--- src/rtl/sha256_pkg.sv ---
// Shared types and helpers for the double-SHA256 datapath.
// Digest/target handling reuses bswap256 for byte-order conversion.
package sha256_pkg;

    localparam int WORD_W    = 32;
    localparam int NUM_WORDS = 8;

    typedef enum logic [1:0] {
        IDLE,
        COMPARE,
        REPORT
    } state_t;

    // Digest bytes are stored big-endian per word; the numeric value
    // reverses the whole 32-byte string.
    function automatic logic [255:0] bswap256(input logic [255:0] d);
        logic [255:0] r;
        for (int i = 0; i < 32; i++) begin
            r[8*i +: 8] = d[255-8*i -: 8];
        end
        return r;
    endfunction

endpackage

--- src/rtl/word_cmp32.sv ---
// Combinational 32-bit unsigned magnitude compare.
// Exactly one of lt/eq/gt is high.
module word_cmp32
    import sha256_pkg::*;
(
    input  logic [WORD_W-1:0] a,
    input  logic [WORD_W-1:0] b,
    output logic              lt,
    output logic              eq,
    output logic              gt
);

    assign lt = a < b;
    assign eq = a == b;
    assign gt = a > b;

endmodule

--- src/rtl/digest_target_check.sv ---
// Checks a latched digest against a difficulty target, one word
// per cycle from the top word down, with early termination.
module digest_target_check
    import sha256_pkg::*;
#(
    parameter int CNT_W = 16
) (
    input  logic             CLK,
    input  logic             RST,
    input  logic             start,
    input  logic [255:0]     digest_in,
    input  logic [31:0]      nonce_in,
    input  logic [255:0]     target_in,
    output logic             busy,
    output logic             result_valid,
    input  logic             result_ready,
    output logic             hit,
    output logic [31:0]      hit_nonce,
    output logic [CNT_W-1:0] hit_count
);

    state_t             state_q, state_d;
    logic [2:0]         k_q, k_d;
    logic [255:0]       v_q;
    logic [255:0]       t_q;
    logic [31:0]        nonce_q;
    logic               hit_q, hit_d;
    logic [CNT_W-1:0]   cnt_q, cnt_d;
    logic               load;

    logic [WORD_W-1:0]  v_word;
    logic [WORD_W-1:0]  t_word;
    logic               w_lt, w_eq, w_gt;

    assign v_word = v_q[{k_q, 5'd0} +: WORD_W];
    assign t_word = t_q[{k_q, 5'd0} +: WORD_W];

    word_cmp32 u_cmp (
        .a  (v_word),
        .b  (t_word),
        .lt (w_lt),
        .eq (w_eq),
        .gt (w_gt)
    );

    always_comb begin
        state_d = state_q;
        k_d     = k_q;
        hit_d   = hit_q;
        cnt_d   = cnt_q;
        load    = 1'b0;
        unique case (state_q)
            IDLE: begin
                if (start) begin
                    load    = 1'b1;
                    k_d     = 3'(NUM_WORDS - 1);
                    state_d = COMPARE;
                end
            end
            COMPARE: begin
                unique case (1'b1)
                    w_lt: begin
                        hit_d   = 1'b1;
                        state_d = REPORT;
                    end
                    w_gt: begin
                        hit_d   = 1'b0;
                        state_d = REPORT;
                    end
                    (w_eq && k_q == 3'd0): begin
                        hit_d   = 1'b1;
                        state_d = REPORT;
                    end
                    default: begin
                        k_d = k_q - 3'd1;
                    end
                endcase
            end
            REPORT: begin
                if (result_ready) begin
                    if (hit_q && cnt_q != '1) begin
                        cnt_d = cnt_q + CNT_W'(1);
                    end
                    state_d = IDLE;
                end
            end
            default: begin
                state_d = IDLE;
            end
        endcase
    end

    always_ff @(posedge CLK) begin
        if (RST) begin
            state_q <= IDLE;
            k_q     <= 3'(NUM_WORDS - 1);
            v_q     <= '0;
            t_q     <= '0;
            nonce_q <= '0;
            hit_q   <= 1'b0;
            cnt_q   <= '0;
        end else begin
            state_q <= state_d;
            k_q     <= k_d;
            hit_q   <= hit_d;
            cnt_q   <= cnt_d;
            if (load) begin
                v_q     <= bswap256(digest_in);
                t_q     <= target_in;
                nonce_q <= nonce_in;
            end
        end
    end

    assign busy         = state_q != IDLE;
    assign result_valid = state_q == REPORT;
    assign hit          = hit_q;
    assign hit_nonce    = nonce_q;
    assign hit_count    = cnt_q;

endmodule
--- config.mk ---
export PLATFORM = sky130hd
export DESIGN_NAME = digest_target_check
export DESIGN_NICKNAME = d
export VERILOG_FILES = /design/src/rtl/sha256_pkg.sv /design/src/rtl/word_cmp32.sv /design/src/rtl/digest_target_check.sv
export SDC_FILE = /design/constraint.sdc
export NUM_CORES = 1
export LEC_CHECK = 0
export BUFFER_PORTS_ARGS = -buffer_cell sky130_fd_sc_hd__clkbuf_2
export CAP_MARGIN = 20
export CELL_PAD_IN_SITES_DETAIL_PLACEMENT = 0
export CELL_PAD_IN_SITES_GLOBAL_PLACEMENT = 1
export CORE_UTILIZATION = 36
export CTS_CLUSTER_DIAMETER = 200
export DETAILED_ROUTE_END_ITERATION = 8
export PLACE_DENSITY_LB_ADDON = 0.1
export SLEW_MARGIN = 10
export SYNTH_ARGS = -nofsm -noshare
export SYNTH_HDL_FRONTEND = slang
export SYNTH_HIERARCHICAL = 1
export SYNTH_SLANG_ARGS = --single-unit
--- constraint.sdc ---
create_clock -name CLK -period 4.8 [get_ports CLK]
set_input_delay 0.96 -clock CLK [delete_from_list [all_inputs] [get_ports CLK]]
set_output_delay 0.96 -clock CLK [all_outputs]
set_load 0.01 [all_outputs]
# After elaboration in Yosys (flattened, before gate mapping)
# Cells that the tools add are included.
[word_totals]
regBits = 566
in_bits = 548
output_inout_bits = 51
elab_cells = 44
[op_classes]
n_addsub = 2
magnitude_cmp = 2
eq_ne = 8
shifts = 2
mux = 10
reduce_logical = 13
[op_table]
columns = ["operator", "count"]
rows = [
  ["$shiftx 256x9->32", 2],
  ["$eq 32x32->1", 1],
  ["$gt 32x32->1", 1],
  ["$lt 32x32->1", 1],
  ["$add 16x1->16 const B", 1],
  ["$ne 16x16->1 const B", 1],
  ["$reduce_and 3->1", 3],
  ["$mux 2", 3],
  ["$mux 3", 2],
  ["$ne 2x2->1 const B", 3],
  ["$pmux 2 s3", 1],
  ["$pmux 3 s2", 1],
  ["$reduce_bool 2->1", 3],
  ["$logic_not 3->1", 1],
  ["$reduce_or 3->1", 1],
  ["$sub 3x1->3 const B", 1],
  ["$eq 2x1->1 const B", 1],
  ["$eq 2x2->1 const B", 1],
  ["$logic_and 1x1->1", 2],
  ["$logic_not 2->1", 1],
  ["$mux 1", 2],
  ["$ne 2x1->1 const B", 1],
  ["$pmux 1 s2", 1],
  ["$reduce_and 2->1", 1],
  ["$reduce_or 2->1", 1],
]

# Depth between registers and ports, before layout
[logic_depth]
word_depth = 6
ltp_mapped = 17
ltp_nobuf = 13

# By module
# Netlist, hierarchy kept.
[by_module_without_submodules]
columns = ["module", "instances", "cells_each", "area_per_inst_um2", "seq_area_each_um2"]
rows = [
  ["digest_target_check", 1, 2721, 23433.7, 11330.9],
  ["word_cmp32", 1, 114, 825.8, 0.0],
]

# Worst setup path before layout
# No wires, ideal clock.
[synth_timing]
kind = "register -> register"
start = "register k_q[0]"
end = "register k_q[1]"
setup_time_ns = 0.114
arrival_ns = 3.642
required_ns = 4.686
setup_slack_ns = 1.044
path_stages_with_launch = 17
path_buffers = 4
period_less_slack_ns = 3.756
path_cell_list = "dfxtp_1 > clkbuf_1 > buf_6 > buf_6 > mux4_2 > mux2_2 > ha_1 > a21oi_2 > nand3_1 > a221o_1 > o31ai_2 > and2_1 > nor2_1 > and3_1 > clkbuf_1 > or3_1 > a21o_1"
[synth_between]
word_cells_on_any_way = 13
classes_between = "1 x add/sub; 2 x order compare; 2 x eq/ne; 2 x shift; 2 x mux; 4 x reduce/logical"
[synth_lines]
columns = ["element", "line", "rtl"]
rows = [
  ["start: declaration", "digest_target_check.sv:23", "logic [2:0] k_q, k_d;"],
  ["start signal: assignment", "digest_target_check.sv:96", "k_q <= 3'(NUM_WORDS - 1);"],
  ["start signal: assignment", "digest_target_check.sv:104", "k_q <= k_d;"],
  ["$shiftx 256x9->32", "digest_target_check.sv:35", "assign v_word = v_q[{k_q, 5'd0} +: WORD_W];"],
  ["net v_word[7]", "digest_target_check.sv:31", "logic [WORD_W-1:0] v_word;"],
  ["$lt 32x32->1", "word_cmp32.sv:13", "assign lt = a < b;"],
  ["net w_lt", "digest_target_check.sv:33", "logic w_lt, w_eq, w_gt;"],
  ["$reduce_or 3->1 (no line)", "--", ""],
  ["$ne 2x2->1 (no line)", "--", ""],
  ["$reduce_and 3->1 (no line)", "--", ""],
]
# The timed path passes the listed nets, and every way through them passes these cells. The select of a mux whose other input is x is not followed.
# A chain may end at the register's enable or synchronous reset.

# Worst setup path after layout
[layout_timing]
start = "register k_q[1]"
end = "register k_q[1]"
[layout_between]
word_cells_on_any_way = 13
classes_between = "1 x add/sub; 2 x order compare; 2 x eq/ne; 2 x shift; 2 x mux; 4 x reduce/logical"
[layout_lines]
columns = ["element", "line", "rtl"]
rows = [
  ["$shiftx 256x9->32", "digest_target_check.sv:36", "assign t_word = t_q[{k_q, 5'd0} +: WORD_W];"],
  ["net t_word[17]", "digest_target_check.sv:32", "logic [WORD_W-1:0] t_word;"],
  ["$lt 32x32->1", "word_cmp32.sv:13", ""],
  ["net w_lt", "digest_target_check.sv:33", ""],
  ["$reduce_or 3->1 (no line)", "--", ""],
  ["$ne 2x2->1 (no line)", "--", ""],
  ["$reduce_and 3->1 (no line)", "--", ""],
]
# The timed path passes the listed nets, and every way through them passes these cells. The select of a mux whose other input is x is not followed.

==> flow_metrics.env <==
export IMPL_synth_seq_cells=566
export IMPL_rr_startpoint="k_q[1]"
export IMPL_synth_edf_count=0
export IMPL_ys_flop_type="dfxtp_1"
export IMPL_dp_hpwl_um=74800
export IMPL_area_growth_pct=24.0
export IMPL_finalSetupViolCount=0
export IMPL_path_max_fanout=50
export IMPL_cts_sinks=566
export IMPL_clock_skew_ns=0.0192
export IMPL_relSlewSlack_pct=38.8
export IMPL_finalSetupTns_ns=0
export IMPL_path_clk_slew_ns=0.06
export IMPL_powerDensity_nw_per_um2=433
export IMPL_ys_seq_area_share_pct=46.7
export IMPL_synth_xor_area_share_pct=0
export IMPL_holdPathEnd="v_q[64]"
export IMPL_cts_max_path_buffers=3
export IMPL_drc=0
export IMPL_power_switching_share_pct=29.3
export IMPL_die_h_um=262
export IMPL_grt_pass1_wl_um=138000
export IMPL_die_area_sq_um=68400
export IMPL_synth_cell_types=49
export IMPL_final_core_util_pct=45.4
export IMPL_synth_fa_ha_area_share_pct=1.81
export IMPL_outcome="completed"
export IMPL_critPathKind="reg2reg"
export IMPL_fin_crit_sh_pct=87.9
export IMPL_whs_path_depth=2
export IMPL_syn_num_nets=3418
export IMPL_place_congestion=0.934
export IMPL_critPathBufInv=2
export IMPL_clkPwrFrac_pct=40.0
export IMPL_drt_first_pass_iters=5
export IMPL_arrival_ns=4.71
export IMPL_grt_pass1_vias=22100
export IMPL_io_pins=599
export IMPL_syn_avg_cell_area_sq_um=8.56
export IMPL_synthTopCellsByArea="dfxtp_1 47%, nand2_1 17%, mux4_2 12%"
export IMPL_cpMaxStageDelayCell="dfxtp_4"
export IMPL_cts_tree="yes"
export IMPL_dp_cells=4106
export IMPL_slew_viol_final=0
export IMPL_tightest_slew_ns=0.919
export IMPL_clock_latency_ns=0.60
export IMPL_rows=94
export IMPL_fin_crit_ns=4.22
export IMPL_post_drt_wl_per_cell_um=22.8
export IMPL_worstReg2RegEnd="k_q[1]"
export IMPL_fmax_ghz=0.237
export IMPL_dieWidth_um=262
export IMPL_final_area_sq_um=30100
export IMPL_rsz0062_at_grt="false"
export IMPL_drive_gt1_share_pct=28.1
export IMPL_p_int_mw=9.21
export IMPL_num_fill_cells=6690
export IMPL_vias=22300
export IMPL_postCtsSetupRepairBufs=0
export IMPL_reg2reg_slack_ns=0.58
export IMPL_synth_compound_area_share_pct=12.7
export IMPL_cts_hold_buf=0
export IMPL_overflow=0
export IMPL_drtAntennaViolNets=0
export IMPL_ir_drop_mv=0.211
export IMPL_min_path_type="reg2reg"
export IMPL_grt_max_degree=130
export IMPL_cp_cell_sequence="buf_4 > mux4_2 > mux2_2 > inv_1 > ha_1 > a21oi_1 > o21ai_0 > a221oi_1 > o31a_1 > and2_1 > nor2_1 > and3_1 > or3_1 > a21o_1"
export IMPL_start_util_pct=36.6
export IMPL_synthArstFlopShare_pct=0
export IMPL_h_tree_depth=3
export IMPL_portBuffers=598
export IMPL_cts_root_buf="clkbuf_16"
export IMPL_antenna_found_initial=2
export IMPL_finalNonFillerCells=4228
export IMPL_leakage_nw=12.6
export IMPL_syn_inst=2835
export IMPL_cts_made_buffers=67
export IMPL_yosys_area_share_simple_pct=19.1
export IMPL_cp_end_kind="flip-flop"
export IMPL_hp_start="v_q[64]"
export IMPL_grt_util_all_layers_pct=27.4
export IMPL_synth_common_cells="1,103 x nand2_1, 570 x a21oi_1, 566 x dfxtp_1"
export IMPL_fin_nets=3894
export IMPL_hold_viol=0
export IMPL_combPwrFrac_pct=18.1
export IMPL_cp_data_required_time_ns=5.30
export IMPL_yosys_warnings=6
export IMPL_max_cap_violations=0
export IMPL_via_per_inst=5.27
export IMPL_crit_path_max_incr_delay_ns=0.86
export IMPL_startpoint_type="flip-flop"
export IMPL_synth_most_common_cell="nand2_1"
export IMPL_fin_hold_ws_ns=0.451
export IMPL_drtIter0Drc=1702
export IMPL_yosys_area_top_type="dfxtp_1"
export IMPL_syn_area_sq_um=24300
export IMPL_p_seq_share_pct=42.0
export IMPL_p_sw_mw=3.82
export IMPL_synthMuxAreaShare_pct=14.9
export IMPL_core_region_area_sq_um=66200
export IMPL_cts_resized=0
export IMPL_reg2reg_depth=14
export IMPL_synth_top_area_share_pct=46.7
export IMPL_placed_cell_area_sq_um=27800
export IMPL_crit_family="compound AO/OA/AOI/OAI gates"
export IMPL_synth_top_family_by_area="simple AND/OR/NAND/NOR gates"
export IMPL_routed_wl_um=96500
-- per-layer routing --
metal	global-route usage, %	part of all wire, %	vias to the layer above
li1	-	-	10500
met1	33.9	40	10900
met2	49.0	52	707
met3	3.50	5.5	113
met4	9.14	2.8	0
met5	0	0	-
-- flip-flops by register name, indices dropped and copies added, names as in the netlist --
register,count
hit,1
k_q,3
hit_count,16
t_q,256
v_q,256
state_q,2
hit_nonce,32
-- through the flow --
step           power (mW)  worst slack, ns
2_1_floorplan        6.95             1.04
3_3_place_gp         7.90            0.741
3_5_place_dp         7.94            0.604
4_1_cts              13.1            0.598
5_1_grt              13.6            0.412
6_report             13.0            0.583
-- area by class of cell --
class / count / area (sq um) / share of cell area, %
inverter: 38 / 143 / 0.474
clock buffer: 95 / 1950 / 6.49
sequential: 566 / 11300 / 37.7
timing repair buffer: 631 / 3460 / 11.5
clock inverter: 25 / 292 / 0.969
multi-input combinational: 2007 / 11800 / 39.2
tap: 864 / 1080 / 3.59
antenna: 2 / 5.00 / 0.0166
-- cell usage in the layout (no fill, tap or decap), types with 2 or more instances in the layout --
cell and n:
or3_1 6, inv_1 38, mux2_2 64, clkinv_2 10, o21ai_1 5, a21o_1 2
clkbuf_1 12, bufinv_16 5, clkbuf_8 15, nand3b_1 2, clkbuf_16 68, buf_4 16
nand3_1 11, and3_1 2, buf_12 17, a221oi_1 2, diode_2 2, ha_1 35
nor2b_1 4, o21ai_0 3, a21oi_1 570, nor3_1 5, a22oi_1 2, o31ai_1 7
o211ai_1 2, clkbuf_2 597, nand4_2 2, nor2_1 10, nand4_1 9, dfxtp_1 563
dfxtp_4 3, or4_1 8, nand2_1 1102, mux4_2 128, and4_1 5, clkinvlp_4 3
inv_6 6
-- cell families (layout without fill, tap and decap cells) --
| kind of cell | count (synthesis) | after routing |
|---|---|---|
| compound gates | 602 | 602 |
| fa+ha+maj | 35 | 35 |
| buf+inv | 262 | 789 |
| flops | 566 | 566 |
| mux | 193 | 193 |
| other cells | 0 | 2 |
| simple gates | 1177 | 1177 |
-- power groups by stage --
stage	Sequential, mW	Combinational, mW	Clock [mW]
2_1_floorplan	5.40	1.55	0
3_3_place_gp	5.58	2.32	0
3_5_place_dp	5.57	2.37	0
4_1_cts	5.47	2.37	5.31
5_1_grt	5.50	2.59	5.51
6_report	5.47	2.36	5.21
-- how the worst max path moves through the flow --
stage               slack [ns]  depth (start not counted)   start     end
floorplan                 1.04                         16  k_q[0]  k_q[1]
global placement          0.74                         14  k_q[1]  k_q[1]
detailed placement        0.60                         14  k_q[1]  k_q[1]
CTS                       0.60                         14  k_q[1]  k_q[1]
global route              0.41                         14  k_q[1]  k_q[1]
finish                    0.58                         14  k_q[1]  k_q[1]
-- worst reg2reg max path, delay by kind of cell, from the launching register on --
family	cells	cell delay, ns
and+or+nand+nor	4	0.76
AOI/OAI and AO/OA	5	1.01
muxes	2	0.70
adders and majority gates	1	0.24
buffers and inverters	2	0.53
DFF	1	0.86
No activity file was read; power rests on OpenSTA's default activity.
